[src/rtl/regfile_write_arbiter.sv]
// -----------------------------------------------------------------------------
// regfile_write_arbiter
//   Shares the single write port of the register bank between three
//   requesters: 0 = ALU writeback, 1 = memory load, 2 = link/interrupt save.
//   Round-robin arbitration grants at most one write per cycle. Every output
//   is registered.
//
// Ports
//   CLK       in   1          rising-edge clock
//   Reset     in   1          synchronous, active-high reset
//   Req       in   3          Req[i]=1: requester i wants a write
//   ReqAddr   in   3*ADDR_W   requester i address in [i*ADDR_W +: ADDR_W]
//   ReqData   in   3*DATA_W   requester i data in [i*DATA_W +: DATA_W]
//   Gnt       out  3          one-hot, one-cycle grant pulse
//   Write     out  1          write strobe to the register bank
//   WAddr     out  ADDR_W     register address for the current write
//   WData     out  DATA_W     data for the current write
//   Conflict  out  1          >1 eligible requester was seen at the last edge
//
// Handshake: a requester raises Req[i] and holds Req/ReqAddr/ReqData stable
//   until it sees Gnt[i]=1. In the Gnt[i] cycle it may drop Req[i] or raise
//   it again with a new address/data; because Gnt[i] masks Req[i] for that
//   edge, a re-raised request is served no earlier than two cycles after the
//   previous grant. Dropping Req[i] before a grant withdraws the request.
// -----------------------------------------------------------------------------
module regfile_write_arbiter #(
  parameter int DATA_W   = 16,
  parameter int ADDR_W   = 4,
  parameter int ZERO_REG = 1
) (
  input  logic                CLK,
  input  logic                Reset,
  input  logic [2:0]          Req,
  input  logic [3*ADDR_W-1:0] ReqAddr,
  input  logic [3*DATA_W-1:0] ReqData,
  output logic [2:0]          Gnt,
  output logic                Write,
  output logic [ADDR_W-1:0]   WAddr,
  output logic [DATA_W-1:0]   WData,
  output logic                Conflict
);

  logic [2:0]        r_gnt;
  logic              r_write;
  logic [ADDR_W-1:0] r_waddr;
  logic [DATA_W-1:0] r_wdata;
  logic              r_conflict;
  logic [1:0]        r_ptr;      // requester with highest priority next edge

  logic [2:0]        w_elig;
  logic [2:0]        w_rot;
  logic [1:0]        w_off;
  logic [2:0]        w_sum;
  logic [1:0]        w_win;
  logic [1:0]        w_next_ptr;
  logic [2:0]        w_gnt_oh;
  logic              w_any;
  logic              w_conflict;
  logic              w_zero_hit;
  logic [ADDR_W-1:0] w_addr;
  logic [DATA_W-1:0] w_data;

  always_comb begin
    // A requester granted this cycle is still holding Req; mask it so the
    // same request is not written twice.
    w_elig = Req & ~r_gnt;

    // Rotate so that bit 0 is the requester at the pointer; the first set
    // bit of w_rot is then the round-robin winner's offset from r_ptr.
    case (r_ptr)
      2'd1:    w_rot = {w_elig[0], w_elig[2], w_elig[1]};
      2'd2:    w_rot = {w_elig[1], w_elig[0], w_elig[2]};
      default: w_rot = w_elig;
    endcase

    if (w_rot[0])      w_off = 2'd0;
    else if (w_rot[1]) w_off = 2'd1;
    else               w_off = 2'd2;

    w_sum = {1'b0, r_ptr} + {1'b0, w_off};
    if (w_sum >= 3'd3) w_sum = w_sum - 3'd3;
    w_win = w_sum[1:0];

    w_next_ptr = (w_win == 2'd2) ? 2'd0 : w_win + 2'd1;

    case (w_win)
      2'd1: begin
        w_gnt_oh = 3'b010;
        w_addr   = ReqAddr[1*ADDR_W +: ADDR_W];
        w_data   = ReqData[1*DATA_W +: DATA_W];
      end
      2'd2: begin
        w_gnt_oh = 3'b100;
        w_addr   = ReqAddr[2*ADDR_W +: ADDR_W];
        w_data   = ReqData[2*DATA_W +: DATA_W];
      end
      default: begin
        w_gnt_oh = 3'b001;
        w_addr   = ReqAddr[0 +: ADDR_W];
        w_data   = ReqData[0 +: DATA_W];
      end
    endcase

    w_any      = |w_elig;
    // At least two of three bits set.
    w_conflict = (w_elig[0] & w_elig[1]) | (w_elig[0] & w_elig[2]) |
                 (w_elig[1] & w_elig[2]);
    // Register 0 is hardwired: the grant still happens, the strobe does not.
    w_zero_hit = (ZERO_REG != 0) && (w_addr == '0);
  end

  always_ff @(posedge CLK) begin
    if (Reset) begin
      r_gnt      <= 3'b000;
      r_write    <= 1'b0;
      r_waddr    <= '0;
      r_wdata    <= '0;
      r_conflict <= 1'b0;
      r_ptr      <= 2'd0;
    end else begin
      r_conflict <= w_conflict;
      if (w_any) begin
        r_gnt   <= w_gnt_oh;
        r_write <= ~w_zero_hit;
        r_waddr <= w_addr;
        r_wdata <= w_data;
        r_ptr   <= w_next_ptr;
      end else begin
        // Idle: address/data hold their last values, pointer unchanged.
        r_gnt   <= 3'b000;
        r_write <= 1'b0;
      end
    end
  end

  assign Gnt      = r_gnt;
  assign Write    = r_write;
  assign WAddr    = r_waddr;
  assign WData    = r_wdata;
  assign Conflict = r_conflict;

endmodule

[config.mk]
export PLATFORM = sky130hd
export DESIGN_NAME = regfile_write_arbiter
export DESIGN_NICKNAME = d
export VERILOG_FILES = /design/src/rtl/regfile_write_arbiter.sv
export SDC_FILE = /design/constraint.sdc
export NUM_CORES = 1
export LEC_CHECK = 0
export BUFFER_PORTS_ARGS = -buffer_cell sky130_fd_sc_hd__buf_4
export CAP_MARGIN = 30
export CORE_MARGIN = 2
export CORE_UTILIZATION = 40
export DETAILED_ROUTE_END_ITERATION = 16
export PLACE_DENSITY = 0.75
export RECOVER_POWER = 25
export SLEW_MARGIN = 5
export SYNTH_ARGS = -nofsm -noshare
export SYNTH_HDL_FRONTEND = slang
export SYNTH_SLANG_ARGS = --single-unit
[constraint.sdc]
create_clock -name CLK -period 10.27 [get_ports CLK]
set_input_delay 1.027 -clock CLK [delete_from_list [all_inputs] [get_ports CLK]]
set_output_delay 1.027 -clock CLK [all_outputs]
set_load 0.02 [all_outputs]
==> qor.yml, run 1 <==
status: "complete, no violations"
rows: 24
p_int_mw: 0.479
insertion_delay_ns: 0.28
cp-start-kind: "input port"
synthFlopType: "dfxtp_1"
antenna_found_initial: 0
final.setup.tns_ns: 0
avgSynthCellArea_sq_um: 8.78
core_sq_um: 4290
drive_above_1_share_pct: 45.7
dpl_cell_area_sq_um: 2380
avgRoutedWirePerCell_um: 13.5
endpoint_kind: "flop"
final_antenna_net_count: 0
cts_resized: 0
cts_max_level: 1
async_flop_share_pct: 0
start_util_pct: 40.9
io_pins: 90
vias: 1698
grt_start_max_net_pins: 42
p_sw_mw: 0.515
setup_viol_count_final: 0
relSlewSlack_pct: 47.9
synth-edff-count: 0
cts_setup_buffers: 0
overflow: 0
drtIter0Drc: 53
slowest_delay_ns: 0.63
yosysWarnings: 0
critPathSlowestCell: "ha_1"
cts-root-buf: "clkbuf_8"
drc_errors: 0
cts_hold_buf: 0
die_w_um: 70.2
dieHeight_um: 70.2
path_cells: "buf_4 -> and2b_1 -> a2111oi_2 -> a41oi_1 -> o21ai_1 -> ha_1 -> inv_1 -> fa_1 -> inv_1 -> ha_1 -> nor2b_1 -> nor2b_1 -> o21ai_1 -> inv_1 -> ha_1 -> a22oi_1 -> a21oi_1 -> nand2_1 -> a21oi_2"
crit_arrival_ns: 4.86
combPwrFrac_pct: 76.7
fmax_ghz: 0.215
required_ns: 10.49
grtUsageTotal_pct: 18.1
vias_per_cell: 5.15
finalCriticalPeriod_ns: 4.64
clock_path_buffers: 2
drv_slew: 0
worstSetupPathType: "input port to flop"
clk_pin_slew_ns: 0.10
grt_pass1_vias: 1711
finalHoldViolCount: 0
leakagePower_nw: 0.998
port_buffers: 89
cts_made_buffers: 3
rsz0062_at_grt: "false"
clkPwrFrac_pct: 6.4
fin_area_sq_um: 2380
netSwitchingFraction_pct: 51.8
diodes: 0
cts_tree: "built"
post-route-period-util_pct: 45.2
area_delta_synth_final_pct: 35.6
cp_max_fo: 20
grt_first_pass_wirelength_um: 7370
pwr-share-seq_pct: 16.9
max_cap_violations: 0
syn_area_sq_um: 1760
ir_drop_uv: 218
cts.sinks: 27
nets: 354
seq_area_frac_synth_pct: 30.8
worst_pin_slew_ns: 0.781
wl_um: 4460
p_per_area_nw_per_um2: 418
min_path_type: "flop to flop"
gp_congestion: 0.854
synthCells: 200
dp_hpwl_um: 3290
skew_ns: 0.00594
nFillCells: 443
syn-num-nets: 275
drt_pass1_iterations: 4
ys_seq_elements: 27
synthDistinctLibCells: 32
die-area_sq_um: 4930
==> metrics by stage <==
step                hold WS [ns]  total power, mW  worst slack, ns  util [%]  cells
finish                     0.455            0.994             5.63      55.4    330
global route               0.476             1.10             5.25      55.4    330
CTS                        0.463             1.02             5.62      56.5    330
detailed placement         0.448            0.949             5.35      55.4    326
global placement           0.441            0.938             5.43      55.4    326
floorplan                  0.452            0.812             6.14         -    200
==> cells in the final DEF (no fill, tap or decap), drive strengths merged, types with 2 or more instances in the layout <==
cell     n
nand2b   3
buf     78
nand3    3
nor2     6
a22oi   21
ha       9
a21oi   28
and2b    2
o21ai    3
o211ai  17
dfxtp   27
nor3     2
nor2b    2
nand2   45
nor3b    2
inv      7
clkbuf  15
o21a     2
==> synthesized netlist by cell type (2+ instances only) <==
master    count  area (sq um)
nor3_2        2          20.0
ha_1          9           113
buf_2         8          40.0
inv_1         7          26.3
nor2_1        6          22.5
o21ai_1       2          10.0
nand2b_4      3          41.3
nor2b_1       2          12.5
nor3b_2       2          25.0
and2b_4       2          20.0
nand3_1       2          10.0
dfxtp_1      27           541
clkbuf_1      2          7.51
buf_12        2          40.0
o211ai_1     17           128
nand2_2      16           100
nand2_1      29           109
a21oi_2      16           140
o21a_1        2          15.0
a22oi_1      20           150
a21oi_1      12          60.1
buf_4         2          15.0
==> worst max-delay path: cells and delay by family <==
kind	cells	cell delay (ns)
buffers and inverters	4	0.32
adders and majority gates	4	1.47
AOI/OAI and AO/OA	7	1.32
and+or+nand+nor	4	0.70
==> area by class of cell <==
cell class	instances	area (sq um)	share of cell area (%)
multi-input cells	150	1070	44.9
repair buffers	90	631	26.5
flip-flops and latches	27	541	22.7
well taps	52	65.1	2.73
clock buffers	3	41.3	1.74
inverters	7	26.3	1.10
clock inverters	1	7.51	0.315
==> path summary, 6_finish.rpt <==
| kind | startpoint | to | slack (ns) | cells after the start |
|---|---|---|---|---|
| max | Req[2] | WAddr[0] | 5.63 | 19 |
| min | WData[8] | WData[8] | 0.46 | 2 |
| max reg2reg | r_ptr[1] | WAddr[0] | 6.04 | 19 |
| min reg2reg | WData[8] | WData[8] | 0.46 | 2 |
==> routing by layer <==
layer / global-route usage [%] / wire [um]
met1: 22.9 / 1960
met2: 31.8 / 2230
met3: 3.46 / 258
met4: 3.85 / 17
met5: 0 / 0
==> power by group through the flow <==
| stage | Sequential [mW] | Combinational, mW | Clock, mW |
|---|---|---|---|
| final | 0.168 | 0.762 | 0.0639 |
| after global routing | 0.173 | 0.860 | 0.0699 |
| after CTS | 0.169 | 0.781 | 0.0659 |
| after detailed placement | 0.172 | 0.778 | 0 |
| after global placement | 0.170 | 0.768 | 0 |
| after floorplan | 0.209 | 0.603 | 0 |
==> registers in the layout (all words and copies together) (netlist names) <==
signal and flops:
Conflict 1, WAddr 4, r_ptr 2, Write 1
WData 16, Gnt 3
==> cell families (layout without fill, tap and decap cells) <==
logic type | after synthesis | after routing | share of synthesized area (%)
buffers and inverters | 23 | 101 | 8.20
DFF | 27 | 27 | 30.8
and+or+nand+nor | 67 | 67 | 22.5
adders and majority gates | 10 | 10 | 7.56
AOI/OAI and AO/OA | 73 | 73 | 31.0
Note: power is estimated with default switching activity, not from simulation.
==> run 2, diff against run 1 <==
- ABC_AREA: unset -> 1
- PLACE_DENSITY: 0.75 -> 0.78
- clock period: 10.27 -> 4 ns (I/O delays scaled with it)
==> run 2 against run 1 <==
  * Cell count grew 27%
  * Clock skew up 0.0039 ns
  * Worst hold slack worse by 0.017 ns
  * Non-clock buffer count rose by 5
  * Critical endpoint is now Write
  * Largest cell class unchanged
==> qor.yml, run 2 <==
status: "complete, no violations"
cts_max_level: 1
synthFlopType: "dfxtp_1"
die_w_um: 69.5
synthDistinctLibCells: 19
worst_pin_slew_ns: 0.957
min-delay-start: "ReqData[1]"
finalCriticalPeriod_ns: 3.73
yosys.area.top_type: "nand2_1"
wl_um: 4570
synth_area_leaders: "nand2_1 (37%), dfxtp_1 (32%), nand3_1 (6.7%)"
dp_hpwl_um: 3450
skew_ns: 0.00980
core_sq_um: 4060
synthCells: 284
yosysTopAreaCellShare_pct: 36.6
syn_area_sq_um: 1710
cp_common_cell: "inv_1"
rsz0062_at_grt: "false"
ys_top_cells_by_count: "nand2_1 (167), dfxtp_1 (27), nand3_1 (23)"
setup_viol_count_final: 0
seq_area_frac_synth_pct: 31.5
overflow: 0
diodes: 0
cts_made_buffers: 3
die-area_sq_um: 4820
dieHeight_um: 69.5
required_ns: 4.17
path_cells: "inv_1 -> ha_1 -> inv_1 -> nand3_1 -> o21ai_1 -> nor2_1 -> ha_1 -> inv_1 -> fa_1 -> inv_1 -> ha_1 -> nand3b_1 -> xor2_2 -> inv_2 -> ha_4 -> buf_4 -> or2_2 -> nand2_1 -> nand2_1 -> nor2_1 -> nor2_1"
synth.most_common_cell: "nand2_1"
final_antenna_net_count: 0
worstSetupPathType: "flop to flop"
crit_path_start: "r_ptr[0]"
cts.sinks: 27
drive_above_1_share_pct: 27.6
grt_pass1_vias: 1764
dpl_cell_area_sq_um: 2390
grt_start_max_net_pins: 26
grt_first_pass_wirelength_um: 7660
drc_errors: 0
clk_pin_slew_ns: 0.10
multiInputGateArea_sq_um: 1050
gp_congestion: 0.841
cp-start-kind: "flop"
ys_seq_elements: 27
async_flop_share_pct: 0
drv_slew: 0
cts_tree: "built"
rows: 23
area_delta_synth_final_pct: 43.0
slowest_delay_ns: 0.53
vias: 1931
io_pins: 90
yosysWarnings: 0
post-route-period-util_pct: 93.3
final.setup.tns_ns: 0
cp_max_fo: 11
critical_path_buf_inv_count: 6
syn-num-nets: 359
finalHoldViolCount: 0
nets: 445
port_buffers: 89
insertion_delay_ns: 0.28
nFillCells: 403
max_cap_violations: 0
endpoint_kind: "flop"
largest_reg_flops: 16
final_cell_mix: "nand2_1 (167), buf_4 (82), dfxtp_1 (26)"
r2r-start: "r_ptr[0]"
grtUsageTotal_pct: 19.2
cts_hold_buf: 0
drtIter0Drc: 78
clock_path_buffers: 2
min_path_type: "input port to flop"
antenna_found_initial: 0
synth-edff-count: 0
final_common_cell: "nand2_1"
relSlewSlack_pct: 36.0
crit_arrival_ns: 3.90
start_util_pct: 42.2
vias_per_cell: 4.61
fmax_ghz: 0.268
avgSynthCellArea_sq_um: 6.04
drt_pass1_iterations: 4
crit_family: "adder cells"
regArea_sq_um: 542
avgRoutedWirePerCell_um: 10.9
cts-root-buf: "clkbuf_8"
fin_area_sq_um: 2450
critPathSlowestCell: "fa_1"
whs_ns: 0.438
run 2: cell types whose count changed in the layout (fill, tap and decap cells not counted), sizes merged, moves of 3 or more:
cell,before,now
inv,7,17
or2,0,4
buf,78,83
nand3b,0,5
a22oi,21,0
nand2b,3,0
nor2,6,9
o211ai,17,1
a21oi,28,1
nand2,45,167
nand3,3,23
run 2: layer usage:
| metal | global-route usage [%] | vias up | wire length, um |
|---|---|---|---|
| li1 | - | 1032 | - |
| met1 | 24.6 | 821 | 2010 |
| met2 | 32.3 | 72 | 2120 |
| met3 | 4.22 | 6 | 359 |
| met4 | 5.45 | 0 | 74 |
| met5 | 0 | - | 0 |
run 2: worst paths after layout:
path               to  slack [ns]  cells after the start
max             Write        0.27                     21
min          WData[1]        0.44                      5
max reg2reg     Write        0.27                     21
min reg2reg  WData[7]        0.45                      2
run 2: what timing repair did:
| item | in CTS | in global routing |
|---|---|---|
| gates resized for setup | 0 | 10 |
| setup buffers | 0 | 2 |
| setup endpoints to repair | 0 | 21 |
run 2: layout make-up:
type / count / share of cell area [%]
Clock buffer: 3 / 1.68
Clock inverter: 1 / 0.306
Inverter: 18 / 2.91
Multi-Input combinational cell: 225 / 42.7
Sequential cell: 27 / 22.1
Tap cell: 50 / 2.55
Timing Repair Buffer: 95 / 27.8
run 2: metrics by stage:
| step | instances | utilization [%] | setup slack, ns |
|---|---|---|---|
| final | 419 | 60.4 | 0.266 |
| after global routing | 419 | 60.4 | 0.0212 |
| after CTS | 417 | 60.1 | 0.0230 |
| after detailed placement | 413 | 58.9 | 0.112 |
| after global placement | 413 | 58.9 | 0.245 |
| after floorplan | 284 | - | 0.551 |
run 2: cells by family after synthesis:
family | count (synthesis) | share of synthesized area [%]
AOI/OAI and AO/OA | 6 | 2.19
buffers and inverters | 32 | 8.98
xor gates and xnor gates | 1 | 0.511
DFF | 27 | 31.5
and+or+nand+nor | 208 | 49.1
adders and majority gates | 10 | 7.74
run 2: worst min-delay path: cells and delay by family:
family	cells	cell delay (ns)
and+or+nand+nor	4	0.21
buffers and inverters	1	0.08
Power of run 2 is not shown: default switching activity piles up to over one toggle a cycle in this logic, so the estimate is an artifact.
